## config.mk

```make
export PLATFORM = sky130hd
export DESIGN_NAME = multi_cycle_sequencer
export DESIGN_NICKNAME = d
export VERILOG_FILES = /design/src/rtl/multi_cycle_sequencer.sv
export SDC_FILE = /design/constraint.sdc
export NUM_CORES = 1
export LEC_CHECK = 0
export BUFFER_PORTS_ARGS = -buffer_cell sky130_fd_sc_hd__buf_2
export CAP_MARGIN = 40
export CORE_ASPECT_RATIO = 0.8
export CORE_MARGIN = 5
export CORE_UTILIZATION = 45
export DETAILED_ROUTE_END_ITERATION = 10
export GPL_TIMING_DRIVEN = 0
export HOLD_SLACK_MARGIN = 0.02
export MAX_ROUTING_LAYER = met4
export PLACE_DENSITY = 0.83
export SLEW_MARGIN = 30
export SYNTH_ARGS = -nofsm -noshare
export SYNTH_HDL_FRONTEND = slang
export SYNTH_SLANG_ARGS = --single-unit
```

## constraint.sdc

```tcl
create_clock -name clk -period 2.2 [get_ports clk]
set_input_delay 0.44 -clock clk [delete_from_list [all_inputs] [get_ports clk]]
set_output_delay 0.44 -clock clk [all_outputs]
set_load 0.01 [all_outputs]
```

## src/rtl/multi_cycle_sequencer.sv

```systemverilog
// multi_cycle_sequencer: FETCH/DECODE/EXEC/MEM/WB control for the 16-bit datapath.
// Optional macro SEQ_HALT_EN: undefined opcodes stop the sequencer in HALT.
module multi_cycle_sequencer #(
    parameter int CNT_W = 16
) (
    input  logic             clk,
    input  logic             rst_n,
    input  logic [15:0]      IR,
    input  logic [3:0]       flags,
    input  logic             memAck,
    output logic             irLoad,
    output logic             MemRead,
    output logic             MemWrite,
    output logic             addrSel,
    output logic             pcWrite,
    output logic [1:0]       choosePCUpdate,
    output logic [1:0]       funSel,
    output logic             chooseOperand2,
    output logic             flagsLoad,
    output logic             regWrite,
    output logic             ldRA,
    output logic             chooseWriteBack,
    output logic [2:0]       rChooseOne,
    output logic [2:0]       rChooseTwo,
    output logic [2:0]       writeChoose,
    output logic [CNT_W-1:0] instrCount,
    output logic             halted
);

    localparam logic [4:0] OP_LI   = 5'b00000;
    localparam logic [4:0] OP_LR   = 5'b00001;
    localparam logic [4:0] OP_STR  = 5'b00010;
    localparam logic [4:0] OP_ADDI = 5'b01000;
    localparam logic [4:0] OP_SUBI = 5'b01001;
    localparam logic [4:0] OP_MNSI = 5'b01010;
    localparam logic [4:0] OP_ADDR = 5'b01100;
    localparam logic [4:0] OP_SUBR = 5'b01101;
    localparam logic [4:0] OP_MNSR = 5'b01110;
    localparam logic [4:0] OP_CMP  = 5'b01111;
    localparam logic [4:0] OP_J    = 5'b11111;
    localparam logic [4:0] OP_JNM  = 5'b10000;
    localparam logic [4:0] OP_JZ   = 5'b10001;
    localparam logic [4:0] OP_JNZ  = 5'b10010;
    localparam logic [4:0] OP_JC   = 5'b10011;
    localparam logic [4:0] OP_JNC  = 5'b10100;
    localparam logic [4:0] OP_JV   = 5'b10101;
    localparam logic [4:0] OP_JNV  = 5'b10110;
    localparam logic [4:0] OP_JM   = 5'b10111;
    localparam logic [4:0] OP_JAL  = 5'b11011;
    localparam logic [4:0] OP_JR   = 5'b11101;

`ifdef SEQ_HALT_EN
    typedef enum logic [2:0] {
        S_IDLE, S_FETCH, S_DECODE, S_EXEC, S_MEM, S_WB, S_HALT
    } state_t;
`else
    typedef enum logic [2:0] {
        S_IDLE, S_FETCH, S_DECODE, S_EXEC, S_MEM, S_WB
    } state_t;
`endif

    state_t           r_state;
    logic [15:0]      r_irq;
    logic [CNT_W-1:0] r_cnt;

    logic [4:0] w_op;
    logic       w_alu;
    logic       w_regop;
    logic       w_same2;
    logic       w_lr;
    logic       w_str;
    logic       w_flg;
    logic       w_op2;
    logic       w_towb;
    logic       w_jal;
    logic       w_stop;
    logic [1:0] w_fun;
    logic [1:0] w_pcsel;
    logic       w_unused;

    assign w_op       = r_irq[15:11];
    assign w_unused   = ^r_irq[4:0];
    assign instrCount = r_cnt;

    // Classify the held instruction and resolve the PC source
    always_comb begin
        w_alu   = 1'b0;
        w_regop = 1'b0;
        w_same2 = 1'b0;
        w_lr    = 1'b0;
        w_str   = 1'b0;
        w_flg   = 1'b0;
        w_op2   = 1'b0;
        w_towb  = 1'b0;
        w_jal   = 1'b0;
        w_stop  = 1'b0;
        w_fun   = 2'd0;
        w_pcsel = 2'd2;
        unique case (w_op)
            OP_LI:   begin w_alu = 1'b1; w_fun = 2'd2; w_towb = 1'b1; end
            OP_LR:   begin w_lr = 1'b1; w_same2 = 1'b1; end
            OP_STR:  begin w_str = 1'b1; w_regop = 1'b1; end
            OP_ADDI: begin w_alu = 1'b1; w_flg = 1'b1; w_towb = 1'b1; end
            OP_SUBI: begin
                w_alu = 1'b1; w_fun = 2'd1; w_flg = 1'b1; w_towb = 1'b1;
            end
            OP_MNSI: begin w_alu = 1'b1; w_fun = 2'd1; w_flg = 1'b1; end
            OP_ADDR: begin
                w_alu = 1'b1; w_regop = 1'b1; w_op2 = 1'b1;
                w_flg = 1'b1; w_towb = 1'b1;
            end
            OP_SUBR: begin
                w_alu = 1'b1; w_regop = 1'b1; w_op2 = 1'b1;
                w_fun = 2'd1; w_flg = 1'b1; w_towb = 1'b1;
            end
            OP_MNSR: begin
                w_alu = 1'b1; w_regop = 1'b1; w_op2 = 1'b1;
                w_fun = 2'd1; w_flg = 1'b1;
            end
            OP_CMP:  begin
                w_alu = 1'b1; w_same2 = 1'b1; w_op2 = 1'b1;
                w_fun = 2'd3; w_flg = 1'b1;
            end
            OP_J:    w_pcsel = 2'd1;
            OP_JAL:  begin w_pcsel = 2'd1; w_jal = 1'b1; end
            OP_JR:   w_pcsel = 2'd3;
            OP_JNM:  w_pcsel = !flags[3] ? 2'd1 : 2'd2;
            OP_JM:   w_pcsel =  flags[3] ? 2'd1 : 2'd2;
            OP_JV:   w_pcsel =  flags[2] ? 2'd1 : 2'd2;
            OP_JNV:  w_pcsel = !flags[2] ? 2'd1 : 2'd2;
            OP_JC:   w_pcsel =  flags[1] ? 2'd1 : 2'd2;
            OP_JNC:  w_pcsel = !flags[1] ? 2'd1 : 2'd2;
            OP_JZ:   w_pcsel =  flags[0] ? 2'd1 : 2'd2;
            OP_JNZ:  w_pcsel = !flags[0] ? 2'd1 : 2'd2;
            default: begin
`ifdef SEQ_HALT_EN
                w_stop = 1'b1;
`endif
            end
        endcase
    end

    // Phase sequencing, instruction capture and retire counting
    always_ff @(posedge clk or negedge rst_n) begin
        if (!rst_n) begin
            r_state <= S_IDLE;
            r_irq   <= '0;
            r_cnt   <= '0;
        end else begin
            if (irLoad) r_irq <= IR;
            unique case (r_state)
                S_IDLE:   r_state <= S_FETCH;
                S_FETCH:  if (memAck) r_state <= S_DECODE;
                S_DECODE: r_state <= S_EXEC;
                S_EXEC: begin
                    if (w_lr || w_str) r_state <= S_MEM;
                    else if (w_towb) r_state <= S_WB;
`ifdef SEQ_HALT_EN
                    else if (w_stop) r_state <= S_HALT;
`endif
                    else begin
                        r_state <= S_FETCH;
                        r_cnt   <= r_cnt + CNT_W'(1);
                    end
                end
                S_MEM: begin
                    if (memAck) begin
                        if (w_lr) r_state <= S_WB;
                        else begin
                            r_state <= S_FETCH;
                            r_cnt   <= r_cnt + CNT_W'(1);
                        end
                    end
                end
                S_WB: begin
                    r_state <= S_FETCH;
                    r_cnt   <= r_cnt + CNT_W'(1);
                end
`ifdef SEQ_HALT_EN
                S_HALT:   r_state <= S_HALT;
`endif
                default:  r_state <= S_IDLE;
            endcase
        end
    end

    // Strobes for the current phase; everything else stays low
    always_comb begin
        irLoad          = 1'b0;
        MemRead         = 1'b0;
        MemWrite        = 1'b0;
        addrSel         = 1'b0;
        pcWrite         = 1'b0;
        choosePCUpdate  = 2'd0;
        funSel          = 2'd0;
        chooseOperand2  = 1'b0;
        flagsLoad       = 1'b0;
        regWrite        = 1'b0;
        ldRA            = 1'b0;
        chooseWriteBack = 1'b0;
        rChooseOne      = 3'd0;
        rChooseTwo      = 3'd0;
        writeChoose     = 3'd0;
        halted          = 1'b0;
        unique case (r_state)
            S_FETCH: begin
                MemRead = 1'b1;
                irLoad  = memAck;
            end
            S_DECODE: begin
                if (w_alu)   rChooseOne = r_irq[10:8];
                if (w_regop) rChooseTwo = r_irq[7:5];
                if (w_same2) rChooseTwo = r_irq[10:8];
            end
            S_EXEC: begin
                funSel         = w_fun;
                chooseOperand2 = w_op2;
                flagsLoad      = w_flg;
                pcWrite        = !w_stop;
                choosePCUpdate = w_stop ? 2'd0 : w_pcsel;
                ldRA           = w_jal;
            end
            S_MEM: begin
                addrSel    = 1'b1;
                rChooseOne = r_irq[10:8];
                MemRead    = w_lr;
                MemWrite   = w_str;
                if (w_str) rChooseTwo = r_irq[7:5];
            end
            S_WB: begin
                regWrite        = 1'b1;
                writeChoose     = w_lr ? r_irq[7:5] : r_irq[10:8];
                chooseWriteBack = w_lr;
            end
`ifdef SEQ_HALT_EN
            S_HALT:  halted = 1'b1;
`endif
            default: ;
        endcase
    end

endmodule

```

==> flow_summary.toml, run 1 <==
[status]
status = "finished, violations left"
violations = "setup timing"

[setup_path]
r2r-start = "r_state[2]"
cp.required_ns = 1.76
cp_data_arrival_time_ns = 1.84
timing.rr.end = "instrCount[15]"
critPathBufInv = 2
r2r_slack_ns = 0.35
reg2regPathDepth = 7
crit_family = "simple AND/OR/NAND/NOR gates"
worstPathMaxFanout = 9
path_class = "reg -> out"
cpPeakStageDelay_ns = 0.38
critPathSlowestCell = "dfrtp_1"
startpoint_type = "flop"
path_cells = "buf_6, or2_4, nor2_4, and4b_1, a31o_4, a22o_1, buf_2"
cp-end-kind = "primary output"

[timing]
skew_ns = 0.006343
slew_headroom = 0.5542
hold_ws_ns = 0.1859
worstMarginPinSlew_ns = 0.6687
min_period_over_period = 1.037
final.setup.worst_slack_ns = -0.08183
fmax_ghz = 0.4382
min_period_ns = 2.282
slew_violations = 0
setup_viol = 6
rsz0062_at_grt = "true"
hold_viol_final = 0

[place]
dp_cells = 321
place_congestion = 0.8852
place.port_buffers = 56
dp_hpwl_um = 3528

[synthesis]
synth_cell_type_count = 52
syn-num-nets = 232
async_flop_share = 1.000
synth_flop_cell = "dfrtp_1"
ys_ff_latch = 30
yosys_warnings = 0
synth-edff-count = 0
yosysTopAreaCell = "dfrtp_1"
netlist.area_leader.share = 0.3922
synth.avg_cell_area_sq_um = 9.204
synth_cells = 208
synth_common_cells = "dfrtp_1, nand2_1, nor2_1"
synth.most_common_cell = "dfrtp_1"
yosysSeqAreaShare = 0.3922
synth_area_sq_um = 1914
synthTopCellsByArea = "dfrtp_1, xnor2_1, mux2_2, nand2_1, nor2_1"

[clock_network]
ctsHoldBuffers = 0
cts_tree = "yes"
cts-root-buf = "clkbuf_8"
clock_path_buffers = 2
htreeDepth = 2
clock_latency_ns = 0.28
cts_inserted_buffers = 5
clock_sinks = 30
clk_pin_slew_ns = 0.07

[floorplan]
fp.dieH_um = 68.34
fp.dieW_um = 82.92
die_area_sq_um = 5666
io-pin-count = 63
row_count = 21
start_util = 0.4611
coreArea_sq_um = 4151

[finish]
n_antenna_cell = 0
syn_to_final_growth_pct = 35.56
final_cells = 336
finish.utilization = 0.6251
fill_cells = 350
finalNetCount = 302
layout-drive-gt1-share = 0.4194

[drt]
wirelength_um = 5197
drt_iter0_drc = 129
vias = 1853
route.detailed.drc = 0
antenna_left = 0
firstDrtPassIters = 4
viasPerCell = 5.515
wl_per_cell_um = 15.47

[grt]
antenna_found_initial = 0
grt_first_pass_wirelength_um = 8010
grt_pass1_vias = 1674
gr-total-overflow = 0
grt_max_degree = 31
grt_usage = 0.1833

[power_and_ir_drop]
leakagePower_nw = 1.279
peakVddDrop_uv = 725.4
powerDensity_nw_per_um2 = 1304
power_mw = 3.383

[min_path]
hold_class = "in -> async"

[job]
cap_violations = 0
how the worst max path moves through the flow:
| stage | start | to | slack (ns) | cells past startpoint |
|---|---|---|---|---|
| after floorplan | r_state[1] | rChooseTwo[0] | 0.14 | 5 |
| after global routing | r_irq[13] | rChooseTwo[2] | -0.15 | 7 |
| after CTS | r_irq[13] | rChooseTwo[2] | -0.06 | 7 |
| final | r_irq[13] | rChooseTwo[2] | -0.08 | 7 |
| after global placement | r_irq[12] | choosePCUpdate[0] | 0.01 | 6 |
| after detailed placement | r_irq[12] | choosePCUpdate[0] | 0.009 | 6 |
kinds of logic (layout without fill, tap and decap cells):
kind of cell	after synthesis	count (layout)	synth area share
simple gates	92	92	0.2654
compound gates	34	34	0.1216
flops	30	30	0.3922
other cells	1	1	0.001959
xor+xnor	16	16	0.07321
fa+ha+maj	1	1	0.006535
mux	15	15	0.08497
buf+inv	19	90	0.05424
worst register-to-register path, stage by stage (launching register included):
cell	delay, ns
dfrtp_1	0.39
buf_4	0.14
nand4bb_1	0.29
or3_1	0.41
and3_4	0.19
buf_6	0.14
nand4_1	0.09
xnor2_1	0.12
cells in the final DEF, fill, tap and decap left out, types with 6 or more instances in the layout:
| cell type | Yosys | routed |
|---|---|---|
| xnor2_1 | 14 | 14 |
| nand2_1 | 22 | 21 |
| buf_6 | 2 | 6 |
| mux2_2 | 10 | 10 |
| buf_4 | 2 | 12 |
| nor2b_1 | 9 | 8 |
| dfrtp_1 | 30 | 29 |
| nor2_1 | 15 | 13 |
| buf_2 | 8 | 58 |
| nand3_1 | 8 | 8 |
sequential cells by signal (all words and copies together) (netlist names):
register and cells:
r_state 3, r_irq 11, instrCount 16
what timing repair did:
item,4_1_cts,5_1_grt
pin swaps,11,9
gates resized for setup,23,20
endpoints found under the setup margin,12,14
cloned,0,0
setup buffers,5,3
report_power, final:
group | leakage [nW] | switching (mW) | internal (mW)
sequential | 0.381 | 0.184 | 0.730
clock | 0.0579 | 0.212 | 0.333
combinational | 0.840 | 1.05 | 0.878
total | 1.28 | 1.44 | 1.94
final cells by class:
type,instances,area [sq um],share of cell area
Clock inverter,3,40.04,0.01543
Tap cell,57,71.32,0.02748
Multi-Input combinational cell,159,1181,0.4552
Sequential cell,30,752.0,0.2898
Timing Repair Buffer,64,344.1,0.1326
Clock buffer,5,68.82,0.02652
Buffer,14,118.9,0.04581
Inverter,4,18.77,0.007232
metrics by stage:
stage	TNS, ns	cell area, sq um	worst slack, ns
finish	-0.2523	2595	-0.08183
global route	-0.8448	2595	-0.1512
CTS	-0.1348	2480	-0.05645
detailed placement	0	2266	0.008877
global placement	0	2266	0.01271
floorplan	0	1914	0.1448
metal layers:
layer  up-vias  routed length (um)  GRT usage
met5         -                   0          -
met4         0                  65    0.05510
met3         7                 361    0.03249
met2        89                2547     0.3100
met1       881                2223     0.2287
li1        876                   -          -
Note: power is estimated with default switching activity, not from simulation.
==> run 2, diff against run 1 <==
--- a/config.mk
+++ b/config.mk
@@ -5,6 +5,7 @@
 export SDC_FILE = /design/constraint.sdc
 export NUM_CORES = 1
 export LEC_CHECK = 0
+export ABC_AREA = 1
 export BUFFER_PORTS_ARGS = -buffer_cell sky130_fd_sc_hd__buf_2
 export CAP_MARGIN = 40
 export CORE_ASPECT_RATIO = 0.8
@@ -14,7 +15,7 @@
 export GPL_TIMING_DRIVEN = 0
 export HOLD_SLACK_MARGIN = 0.02
 export MAX_ROUTING_LAYER = met4
-export PLACE_DENSITY = 0.83
+export PLACE_DENSITY = 0.82
 export SLEW_MARGIN = 30
 export SYNTH_ARGS = -nofsm -noshare
 export SYNTH_HDL_FRONTEND = slang
==> run 2 against run 1 <==
  * The flow now finishes without violations
  * Worst hold slack improved by 0.0019 ns
  * Global-route usage rose by 2.6 points
  * Worst setup slack improved by 0.14 ns
  * Sequential cell count did not move
  * Clock skew rose by 0.0028 ns
  * Critical path type unchanged
  * Highest routed layer unchanged
==> flow_summary.toml, run 2 <==
[status]
status = "completed"

[setup_path]
cp-end-kind = "primary output"
r2r-start = "instrCount[0]"
path_class = "reg -> out"
crit_path_start = "r_irq[11]"
cp_data_arrival_time_ns = 1.70
cp-endpoint = "rChooseTwo[0]"
reg2regPathDepth = 8
cp.required_ns = 1.76
startpoint_type = "flop"
worstPathMaxFanout = 7
r2r_slack_ns = 0.28
timing.rr.end = "instrCount[14]"

[clock_network]
clk_pin_slew_ns = 0.07
clock_path_buffers = 2
clock_latency_ns = 0.29
cts_tree = "yes"
ctsHoldBuffers = 0
cts-root-buf = "clkbuf_8"
htreeDepth = 2
cts_inserted_buffers = 5
clock_sinks = 30

[grt]
antenna_found_initial = 0
grt_pass1_vias = 2338
grt_first_pass_wirelength_um = 10380
grt_max_degree = 31
gr-total-overflow = 0
grt_usage = 0.2093

[min_path]
hold_class = "in -> async"

[drt]
viasPerCell = 5.342
wirelength_um = 6568
vias = 2564
firstDrtPassIters = 5
antenna_left = 0
route.detailed.drc = 0
drt_iter0_drc = 231
wl_per_cell_um = 13.68

[place]
dp_hpwl_um = 4557
place.port_buffers = 56
dp_cells = 461
place_congestion = 0.9190

[floorplan]
coreArea_sq_um = 4679
start_util = 0.4725
die_area_sq_um = 6424
fp.dieW_um = 88.37
row_count = 22
fp.dieH_um = 72.70
io-pin-count = 63

[timing]
slew_violations = 0
hold_viol_final = 0
skew_ns = 0.009161
rsz0062_at_grt = "true"
min_period_ns = 2.142
fmax_ghz = 0.4669
setup_viol = 0
min_period_over_period = 0.9735
worstMarginPinSlew_ns = 0.6779
slew_headroom = 0.5481
fin_setup_tns_ns = 0

[power_and_ir_drop]
powerDensity_nw_per_um2 = 1141
leakagePower_nw = 1.496
power_mw = 3.269
peakVddDrop_uv = 600.9

[synthesis]
synth-edff-count = 0
synth.most_common_cell = "nand2_1"
netlist.area_leader.share = 0.3396
ys_ff_latch = 30
synth_cell_type_count = 29
synth_cells = 345
async_flop_share = 1.000
yosysTopAreaCell = "dfrtp_1"
synth_flop_cell = "dfrtp_1"
yosys_warnings = 0
synth_area_sq_um = 2211
synthTopCellsByArea = "dfrtp_1, nand2_1, nor2_1, inv_1, nand4_1"
yosysSeqAreaShare = 0.3396
synth_common_cells = "nand2_1, nor2_1, inv_1"
syn-num-nets = 369
synth.avg_cell_area_sq_um = 6.408

[finish]
n_antenna_cell = 0
finish.utilization = 0.6123
layout-drive-gt1-share = 0.2762
final_cell_mix = "nand2_1, buf_2, nor2_1, inv_1, dfrtp_1"
final_common_cell = "nand2_1"
syn_to_final_growth_pct = 29.60
final_cells = 480
finalNetCount = 443
largest_reg_flops = 16

[job]
cap_violations = 0
run 2: how the worst min path moves through the flow:
stage               cells past startpoint        endpoint      startpoint  slack [ns]
global route                            1      r_state[2]           rst_n        0.25
CTS                                     1   instrCount[4]           rst_n        0.21
global placement                        2  instrCount[15]  instrCount[15]        0.51
finish                                  1   instrCount[4]           rst_n        0.19
floorplan                               0   instrCount[0]           rst_n        0.14
detailed placement                      1        r_irq[5]           rst_n        0.52
run 2: through the flow:
step	worst slack [ns]	cell area [sq um]	hold WS, ns
after detailed placement	0.1408	2566	0.5225
after floorplan	0.3531	2211	0.1444
after global placement	0.1663	2566	0.5084
after CTS	0.01457	2710	0.2096
final	0.05828	2865	0.1879
after global routing	-0.03595	2865	0.2522
run 2: layout make-up:
cell class                 instances  area, sq um
clock inverter                     3        40.04
multi-input combinational        264         1305
inverter                          40        150.1
tap                               60        75.07
buffer                            11        93.84
fill                             427         1814
timing repair buffer              67        376.6
clock buffer                       5        68.82
sequential                        30        755.7
run 2: cells by family after synthesis:
logic type,after synthesis,share of synthesized area
xor+xnor,5,0.01981
compound gates,37,0.08772
flops,30,0.3396
fa+ha+maj,1,0.005658
simple gates,220,0.4437
other cells,1,0.001696
buf+inv,51,0.1019
run 2: report_power, final:
part	switching, mW	total [mW]	internal, mW	leakage (nW)
sequential	0.188	0.908	0.720	0.387
clock	0.222	0.555	0.333	0.0579
combinational	1.12	1.81	0.683	1.05
total	1.53	3.27	1.74	1.50
run 2: worst max-delay path, stage by stage, from the launching register on:
cell     delay [ns]
dfrtp_2        0.45
buf_4          0.16
nor2_4         0.14
nand3_2        0.15
o21ai_2        0.12
a21oi_1        0.10
o21ai_1        0.14
buf_2          0.15
run 2: layer usage:
metal	part of all wire	up-vias	global-route usage
li1	-	1261	-
met5	0	-	-
met2	0.47	107	0.3071
met3	0.073	10	0.03725
met4	0.015	0	0.08557
met1	0.45	1186	0.2846
run 2: timing repair:
item / CTS / global route
pin swaps: 1 / 6
gates resized for setup: 14 / 31
cloned: 0 / 0
setup endpoints to repair: 8 / 15
setup buffers: 2 / 9
